==> src/rtl/serv_csr_irq_if.sv <==
// Serial CSR / interrupt bundle between the SERV core and serv_csr_irq.
// The core side is the master; the CSR unit is the slave.
interface serv_csr_irq_if #(
    parameter int NUM_LOCAL_IRQ = 4
);
    localparam int LW = (NUM_LOCAL_IRQ > 0) ? NUM_LOCAL_IRQ : 1;

    logic          i_en;
    logic [4:0]    i_cnt;
    logic          i_mstatus_en;
    logic          i_mie_en;
    logic          i_mip_en;
    logic          i_mcause_en;
    logic [1:0]    i_csr_source;
    logic          i_d;
    logic          i_rf_csr_out;
    logic          o_csr_in;
    logic          o_q;
    logic          i_msip;
    logic          i_mtip;
    logic          i_meip;
    logic [LW-1:0] i_irq_local;
    logic          o_new_irq;
    logic          i_trap_taken;
    logic          i_pending_irq;
    logic          i_e_op;
    logic          i_ebreak;
    logic          i_mem_misalign;
    logic          i_mem_cmd;
    logic          i_mret;

    modport master (
        output i_en, i_cnt, i_mstatus_en, i_mie_en, i_mip_en,
        output i_mcause_en, i_csr_source, i_d, i_rf_csr_out,
        output i_msip, i_mtip, i_meip, i_irq_local,
        output i_trap_taken, i_pending_irq, i_e_op, i_ebreak,
        output i_mem_misalign, i_mem_cmd, i_mret,
        input  o_csr_in, o_q, o_new_irq
    );

    modport slave (
        input  i_en, i_cnt, i_mstatus_en, i_mie_en, i_mip_en,
        input  i_mcause_en, i_csr_source, i_d, i_rf_csr_out,
        input  i_msip, i_mtip, i_meip, i_irq_local,
        input  i_trap_taken, i_pending_irq, i_e_op, i_ebreak,
        input  i_mem_misalign, i_mem_cmd, i_mret,
        output o_csr_in, o_q, o_new_irq
    );
endinterface

==> src/rtl/serv_csr_irq.sv <==
// Bit-serial machine-mode CSR and interrupt unit for SERV.
// Optional macro SERV_CSR_IRQ_SYNC_EN adds a 2-flop synchroniser on irq inputs.
module serv_csr_irq #(
    parameter int NUM_LOCAL_IRQ = 4
) (
    input logic           i_clk,
    input logic           i_rst_n,
    serv_csr_irq_if.slave bus
);
    localparam logic [1:0] SRC_CSR = 2'b00;
    localparam logic [1:0] SRC_EXT = 2'b01;
    localparam logic [1:0] SRC_SET = 2'b10;
    localparam logic [1:0] SRC_CLR = 2'b11;

    localparam logic [31:0] LOC_MASK =
        ((32'd1 << NUM_LOCAL_IRQ) - 32'd1) << 16;
    localparam logic [31:0] IMPL = LOC_MASK | 32'h0000_0888;

    logic        mstatus_mie_q, mstatus_mie_d;
    logic        mstatus_mpie_q, mstatus_mpie_d;
    logic [31:0] mie_q, mie_d;
    logic [31:0] mip_q, mip_d;
    logic        mcause_irq_q, mcause_irq_d;
    logic [4:0]  mcause_code_q, mcause_code_d;
    logic        deliv_q, deliv_d;
    logic [31:0] pins;
    logic [31:0] mstatus_vec;
    logic [31:0] mcause_vec;
    logic [31:0] pend;
    logic [4:0]  win_code;
    logic        sel_bit;
    logic        csr_out;
    logic        csr_in;
    logic        new_irq;

    // Gather interrupt levels into their mip bit positions.
    always_comb begin
        pins     = '0;
        pins[3]  = bus.i_msip;
        pins[7]  = bus.i_mtip;
        pins[11] = bus.i_meip;
        for (int k = 0; k < NUM_LOCAL_IRQ; k++)
            pins[16+k] = bus.i_irq_local[k];
    end

    // Serial read mux and read-modify-write data.
    always_comb begin
        mstatus_vec    = '0;
        mstatus_vec[3] = mstatus_mie_q;
        mstatus_vec[7] = mstatus_mpie_q;
        mcause_vec     = {mcause_irq_q, 26'd0, mcause_code_q};
        sel_bit        = 1'b0;
        unique case (1'b1)
            bus.i_mstatus_en: sel_bit = mstatus_vec[bus.i_cnt];
            bus.i_mie_en:     sel_bit = mie_q[bus.i_cnt];
            bus.i_mip_en:     sel_bit = mip_q[bus.i_cnt];
            bus.i_mcause_en:  sel_bit = mcause_vec[bus.i_cnt];
            default:          sel_bit = 1'b0;
        endcase
        csr_out = (bus.i_en & sel_bit) | bus.i_rf_csr_out;
        csr_in  = csr_out;
        case (bus.i_csr_source)
            SRC_EXT: csr_in = bus.i_d;
            SRC_SET: csr_in = csr_out | bus.i_d;
            SRC_CLR: csr_in = csr_out & ~bus.i_d;
            SRC_CSR: csr_in = csr_out;
            default: csr_in = csr_out;
        endcase
    end

    // Pick the winning pending+enabled interrupt: MEI, MSI, MTI, then locals.
    always_comb begin
        pend     = mip_q & mie_q;
        win_code = 5'd0;
        for (int k = NUM_LOCAL_IRQ - 1; k >= 0; k--)
            if (pend[16+k])
                win_code = 5'(16 + k);
        if (pend[7])
            win_code = 5'd7;
        if (pend[3])
            win_code = 5'd3;
        if (pend[11])
            win_code = 5'd11;
    end

    // Next-state: serial writes, then mret, then trap entry (highest).
    always_comb begin
        mstatus_mie_d  = mstatus_mie_q;
        mstatus_mpie_d = mstatus_mpie_q;
        mie_d          = mie_q;
        mcause_irq_d   = mcause_irq_q;
        mcause_code_d  = mcause_code_q;
        deliv_d        = mstatus_mie_q & (|(mip_q & mie_q));
        if (bus.i_en & bus.i_mstatus_en) begin
            if (bus.i_cnt == 5'd3)
                mstatus_mie_d = csr_in;
            if (bus.i_cnt == 5'd7)
                mstatus_mpie_d = csr_in;
        end
        if (bus.i_en & bus.i_mie_en & IMPL[bus.i_cnt])
            mie_d[bus.i_cnt] = csr_in;
        if (bus.i_en & bus.i_mcause_en) begin
            if (bus.i_cnt < 5'd5)
                mcause_code_d[bus.i_cnt[2:0]] = csr_in;
            if (bus.i_cnt == 5'd31)
                mcause_irq_d = csr_in;
        end
        if (bus.i_mret) begin
            mstatus_mie_d  = mstatus_mpie_q;
            mstatus_mpie_d = 1'b1;
        end
        if (bus.i_trap_taken) begin
            mstatus_mpie_d = mstatus_mie_q;
            mstatus_mie_d  = 1'b0;
            mcause_irq_d   = bus.i_pending_irq;
            if (bus.i_pending_irq)
                mcause_code_d = win_code;
            else if (bus.i_e_op)
                mcause_code_d = bus.i_ebreak ? 5'd3 : 5'd11;
            else if (bus.i_mem_misalign)
                mcause_code_d = bus.i_mem_cmd ? 5'd6 : 5'd4;
            else
                mcause_code_d = 5'd0;
        end
    end

    // CSR state registers.
    always_ff @(posedge i_clk or negedge i_rst_n) begin
        if (!i_rst_n) begin
            mstatus_mie_q  <= 1'b0;
            mstatus_mpie_q <= 1'b0;
            mie_q          <= '0;
            mcause_irq_q   <= 1'b0;
            mcause_code_q  <= '0;
            deliv_q        <= 1'b0;
        end else begin
            mstatus_mie_q  <= mstatus_mie_d;
            mstatus_mpie_q <= mstatus_mpie_d;
            mie_q          <= mie_d;
            mcause_irq_q   <= mcause_irq_d;
            mcause_code_q  <= mcause_code_d;
            deliv_q        <= deliv_d;
        end
    end

`ifdef SERV_CSR_IRQ_SYNC_EN
    logic [31:0] sync_q, sync_d;
    logic        new_irq_q, new_irq_d;

    // Two-flop synchroniser feeds mip; the edge pulse is registered.
    always_comb begin
        sync_d    = pins;
        mip_d     = sync_q;
        new_irq_d = deliv_d & ~deliv_q;
        new_irq   = new_irq_q;
    end

    // Synchroniser and pulse registers.
    always_ff @(posedge i_clk or negedge i_rst_n) begin
        if (!i_rst_n) begin
            sync_q    <= '0;
            mip_q     <= '0;
            new_irq_q <= 1'b0;
        end else begin
            sync_q    <= sync_d;
            mip_q     <= mip_d;
            new_irq_q <= new_irq_d;
        end
    end
`else
    // Inputs already synchronous: single capture stage, comb edge detect.
    always_comb begin
        mip_d   = pins;
        new_irq = deliv_d & ~deliv_q;
    end

    // mip capture register.
    always_ff @(posedge i_clk or negedge i_rst_n) begin
        if (!i_rst_n)
            mip_q <= '0;
        else
            mip_q <= mip_d;
    end
`endif

    assign bus.o_q       = csr_out;
    assign bus.o_csr_in  = csr_in;
    assign bus.o_new_irq = new_irq;
endmodule

==> src/flat_wrapper.sv <==
// flat-port wrapper written by rule: the top's interface ports become plain ports
module serv_csr_irq_flat 
#(
    parameter int NUM_LOCAL_IRQ = 4
)
  (i_clk, i_rst_n, bus_i_en, bus_i_cnt, bus_i_mstatus_en, bus_i_mie_en, bus_i_mip_en, bus_i_mcause_en, bus_i_csr_source, bus_i_d, bus_i_rf_csr_out, bus_i_msip, bus_i_mtip, bus_i_meip, bus_i_irq_local, bus_i_trap_taken, bus_i_pending_irq, bus_i_e_op, bus_i_ebreak, bus_i_mem_misalign, bus_i_mem_cmd, bus_i_mret, bus_o_csr_in, bus_o_q, bus_o_new_irq);
  serv_csr_irq_if #(.NUM_LOCAL_IRQ(NUM_LOCAL_IRQ)) bus_i ();
  input logic i_clk;
  input logic i_rst_n;
  input wire logic [$bits(bus_i.i_en)-1:0] bus_i_en;
  input wire logic [$bits(bus_i.i_cnt)-1:0] bus_i_cnt;
  input wire logic [$bits(bus_i.i_mstatus_en)-1:0] bus_i_mstatus_en;
  input wire logic [$bits(bus_i.i_mie_en)-1:0] bus_i_mie_en;
  input wire logic [$bits(bus_i.i_mip_en)-1:0] bus_i_mip_en;
  input wire logic [$bits(bus_i.i_mcause_en)-1:0] bus_i_mcause_en;
  input wire logic [$bits(bus_i.i_csr_source)-1:0] bus_i_csr_source;
  input wire logic [$bits(bus_i.i_d)-1:0] bus_i_d;
  input wire logic [$bits(bus_i.i_rf_csr_out)-1:0] bus_i_rf_csr_out;
  input wire logic [$bits(bus_i.i_msip)-1:0] bus_i_msip;
  input wire logic [$bits(bus_i.i_mtip)-1:0] bus_i_mtip;
  input wire logic [$bits(bus_i.i_meip)-1:0] bus_i_meip;
  input wire logic [$bits(bus_i.i_irq_local)-1:0] bus_i_irq_local;
  input wire logic [$bits(bus_i.i_trap_taken)-1:0] bus_i_trap_taken;
  input wire logic [$bits(bus_i.i_pending_irq)-1:0] bus_i_pending_irq;
  input wire logic [$bits(bus_i.i_e_op)-1:0] bus_i_e_op;
  input wire logic [$bits(bus_i.i_ebreak)-1:0] bus_i_ebreak;
  input wire logic [$bits(bus_i.i_mem_misalign)-1:0] bus_i_mem_misalign;
  input wire logic [$bits(bus_i.i_mem_cmd)-1:0] bus_i_mem_cmd;
  input wire logic [$bits(bus_i.i_mret)-1:0] bus_i_mret;
  output wire logic [$bits(bus_i.o_csr_in)-1:0] bus_o_csr_in;
  output wire logic [$bits(bus_i.o_q)-1:0] bus_o_q;
  output wire logic [$bits(bus_i.o_new_irq)-1:0] bus_o_new_irq;
  assign bus_i.i_en = bus_i_en;
  assign bus_i.i_cnt = bus_i_cnt;
  assign bus_i.i_mstatus_en = bus_i_mstatus_en;
  assign bus_i.i_mie_en = bus_i_mie_en;
  assign bus_i.i_mip_en = bus_i_mip_en;
  assign bus_i.i_mcause_en = bus_i_mcause_en;
  assign bus_i.i_csr_source = bus_i_csr_source;
  assign bus_i.i_d = bus_i_d;
  assign bus_i.i_rf_csr_out = bus_i_rf_csr_out;
  assign bus_i.i_msip = bus_i_msip;
  assign bus_i.i_mtip = bus_i_mtip;
  assign bus_i.i_meip = bus_i_meip;
  assign bus_i.i_irq_local = bus_i_irq_local;
  assign bus_i.i_trap_taken = bus_i_trap_taken;
  assign bus_i.i_pending_irq = bus_i_pending_irq;
  assign bus_i.i_e_op = bus_i_e_op;
  assign bus_i.i_ebreak = bus_i_ebreak;
  assign bus_i.i_mem_misalign = bus_i_mem_misalign;
  assign bus_i.i_mem_cmd = bus_i_mem_cmd;
  assign bus_i.i_mret = bus_i_mret;
  assign bus_o_csr_in = bus_i.o_csr_in;
  assign bus_o_q = bus_i.o_q;
  assign bus_o_new_irq = bus_i.o_new_irq;
  serv_csr_irq #(.NUM_LOCAL_IRQ(NUM_LOCAL_IRQ)) u_core (.i_clk(i_clk), .i_rst_n(i_rst_n), .bus(bus_i));
endmodule
==> config.mk <==
export PLATFORM = sky130hd
export DESIGN_NAME = serv_csr_irq_flat
export DESIGN_NICKNAME = d
export VERILOG_FILES = /design/src/rtl/serv_csr_irq_if.sv /design/src/rtl/serv_csr_irq.sv /design/src/flat_wrapper.sv
export SDC_FILE = /design/constraint.sdc
export NUM_CORES = 1
export LEC_CHECK = 0
export ABC_AREA = 1
export ABC_CLOCK_PERIOD_IN_PS = 2300
export BUFFER_PORTS_ARGS = -buffer_cell sky130_fd_sc_hd__buf_4
export CAP_MARGIN = 20
export CELL_PAD_IN_SITES_DETAIL_PLACEMENT = 1
export CELL_PAD_IN_SITES_GLOBAL_PLACEMENT = 2
export CORE_MARGIN = 2
export CORE_UTILIZATION = 32
export CTS_CLUSTER_DIAMETER = 50
export CTS_CLUSTER_SIZE = 24
export DETAILED_ROUTE_END_ITERATION = 16
export HOLD_SLACK_MARGIN = 0.15
export MAX_ROUTING_LAYER = met4
export PLACE_DENSITY_LB_ADDON = 0.2
export SLEW_MARGIN = 0
export SYNTH_ARGS = -nofsm -noshare
export SYNTH_HDL_FRONTEND = slang
export SYNTH_SLANG_ARGS = --single-unit
==> constraint.sdc <==
create_clock -name i_clk -period 2.3 [get_ports i_clk]
set_clock_uncertainty 0.1 [all_clocks]
set_input_delay 0.46 -clock i_clk [delete_from_list [all_inputs] [get_ports i_clk]]
set_output_delay 0.46 -clock i_clk [all_outputs]
set_load 0.01 [all_outputs]
==> flow_summary_export.csv <==
group,metric,value,unit
clocking,cts_tree,"yes",
power,power_density,591,nW/µm²
floorplan,io_pins,33,
worst_setup_path,r2r_slack,0.37,ns
timing,tightest_slew,0.614,ns
global_routing,grt_pass1_wl,12400,µm
placed_design,dp_hpwl,5650,µm
clocking,htreeDepth,2,
run_status,status,"finished, final reports clean",
layout,nNetsFinal,418,
clocking,clockRootBuffer,"clkbuf_8",
route,drc,0,
floorplan,die_y,92.3,µm
floorplan,core_area,7650,µm²
layout,syn_to_final_growth,29.9,%
layout,utilization,42.4,%
timing,hold_viol,0,
power,p_leak,1.71,nW
floorplan,die_area,8530,µm²
logic_synthesis,synth_area,2500,µm²
worst_setup_path,crit_required,1.74,ns
logic_synthesis,ys.flop_type,"dfrtp_1",
worst_setup_path,path_class,"in -> out",
timing,min_period,2.28,ns
logic_synthesis,async_reset_ff_share,100,%
layout,layout-drive-gt1-share,24.2,%
timing,fin_crit_sh,99.0,%
worst_setup_path,cp-start-kind,"input pin",
route,ant_nets,0,
route,drt-initial-drc-count,97,
timing,relSlewSlack,59.1,%
logic_synthesis,ys_warn_count,0,
route,vias,2258,
clocking,cts.path.max_buffers,2,
timing,slew_violations,0,
clocking,cts.sinks,48,
run,cap_violations,0,
route,vias_per_cell,4.60,
clocking,clkLatencyLatePin,0.31,ns
global_routing,grtUsageTotal,19.2,%
layout,n_fill_cell,949,
power,fin_total_pwr,1.92,mW
route,wl_per_cell,14.8,µm
logic_synthesis,seq_area_frac_synth,48.1,%
logic_synthesis,synthCells,342,
logic_synthesis,synth_fp_nets,372,
route,wl,7250,µm
route,drt_first_pass_iters,5,
logic_synthesis,ys_types,30,
clocking,numCtsBuffers,5,
layout,final_cell_mix,"nand2_1, buf_4, dfrtp_1",
logic_synthesis,syn_area_per_cell,7.30,µm²
global_routing,grt_max_degree,49,
placed_design,place_congestion,0.809,
floorplan,std_cell_rows,32,
logic_synthesis,synth-edff-count,0,
clocking,clk_pin_slew,0.10,ns
power,vdd_ir_drop_max,240,µV
timing,final.setup.worst_slack,0.0240,ns
worst_setup_path,crit_arrival,1.72,ns
timing,grt_setup_unrepaired,"true",
worst_setup_path,end_kind,"output pin",
global_routing,grt_overflow_total,0,
logic_synthesis,synth_seq_cells,48,
worst_hold_path,hold_path_class,"reg -> reg",
floorplan,start_util,32.7,%
timing,fmax,0.439,GHz
global_routing,antenna_found_initial,0,
layout,final_common_cell,"nand2_1",
worst_setup_path,path_max_fanout,4,
global_routing,first_global_vias,2433,
floorplan,die_w,92.3,µm
placed_design,pre_cts_slack,-0.165,ns
layout,antenna_cells,0,
timing,finalSetupViolCount,0,
placed_design,io_buffers,32,
==> through the flow <==
step           TNS [ns]  instances  instance area (µm²)  hold slack [ns]
5_1_grt          -0.186        491                 3240            0.297
3_3_place_gp     -0.227        470                 2930            0.265
6_report              0        491                 3240            0.284
4_1_cts         -0.0274        490                 3220            0.290
3_5_place_dp     -0.388        470                 2930            0.267
2_1_floorplan         0        342                 2500           0.0644
==> synthesized netlist by cell type (2+ instances only) <==
master | count | area (µm²)
a211oi_1 | 3 | 22.5
nand3_1 | 15 | 75.1
nand4_1 | 4 | 25.0
buf_4 | 3 | 22.5
o21ai_1 | 4 | 20.0
o21a_1 | 3 | 22.5
clkbuf_1 | 26 | 97.6
nand2_1 | 127 | 477
o22ai_1 | 3 | 18.8
inv_1 | 29 | 109
inv_4 | 2 | 12.5
a21oi_1 | 12 | 60.1
o21ai_0 | 4 | 20.0
dfrtp_1 | 48 | 1200
nor3_1 | 5 | 25.0
nor2_2 | 2 | 12.5
nor2_1 | 32 | 120
a22oi_1 | 2 | 15.0
nand2_4 | 2 | 22.5
buf_2 | 2 | 10.0
a31oi_1 | 5 | 31.3
==> worst paths after layout <==
kind                                                 to              from  cells past startpoint
worst max-delay path                       bus_o_csr_in      bus_i_cnt[3]                     15
worst min-delay path                   u_core.mie_q[21]  u_core.mie_q[21]                      0
worst max register to register  u_core.mcause_code_q[1]  u_core.mip_q[17]                     16
worst min register to register         u_core.mie_q[21]  u_core.mie_q[21]                      0
max in group asynchronous       u_core.mcause_code_q[1]           i_rst_n                      2
min in group asynchronous              u_core.mie_q[19]           i_rst_n                      2
==> routing by layer <==
layer	vias to the layer above	share of wire [%]	wire (µm)	global-route usage (%)
met1	1073	50	3590	25.9
met5	-	0	0	-
met4	0	0.70	51	4.60
met2	29	47	3410	30.5
li1	1152	-	-	-
met3	4	2.7	193	3.34
==> cells by family (layout without fill, tap and decap cells) <==
kind of cell	Yosys count	after routing	share of synthesized area [%]
buffers and inverters	64	111	10.7
muxes	1	1	0.401
and+or+nand+nor	190	190	31.5
AOI/OAI and AO/OA	39	39	9.32
DFF	48	48	48.1
==> what timing repair did <==
item / CTS / global route
resized for setup: 16 / 6
gates cloned: 1 / 0
setup endpoints to repair: 2 / 2
hold endpoints to repair: 55 / 0
hold buffers: 8 / 0
setup buffers: 3 / 1
pin swaps: 14 / 6
==> final cells by class <==
cell class	count	area (µm²)	share of cell area [%]
repair buffers	71	606	18.7
inverters	32	130	4.01
flip-flops and latches	48	1200	37.0
clock inverters	3	47.5	1.47
clock buffers	5	68.8	2.12
multi-input cells	230	1060	32.8
well taps	102	128	3.94
==> critical path, cell delays in order <==
cell	delay, ns
buf_4	0.12
inv_2	0.09
nand2_2	0.07
nor2_2	0.10
nand2_1	0.07
nor2_1	0.12
nor2_1	0.06
a21boi_1	0.18
nor2_2	0.06
nand2_2	0.07
nand2_2	0.07
nand3_4	0.07
nand2_4	0.05
inv_2	0.05
buf_6	0.09
==> registers in the layout (all words and copies together) (netlist names) <==
name                   flops
u_core.deliv_q             1
u_core.mcause_code_q       5
u_core.mcause_irq_q        1
u_core.mie_q              32
u_core.mip_q               7
u_core.mstatus_mie_q       1
u_core.mstatus_mpie_q      1
==> power breakdown <==
part	internal, mW	leakage, nW	total (mW)	switching (mW)
Clock	0.328	0.0583	0.639	0.311
Combinational	0.160	1.03	0.360	0.199
Sequential	0.885	0.627	0.916	0.0313
Total	1.37	1.71	1.92	0.542
No activity file was read; power rests on OpenSTA's default activity.
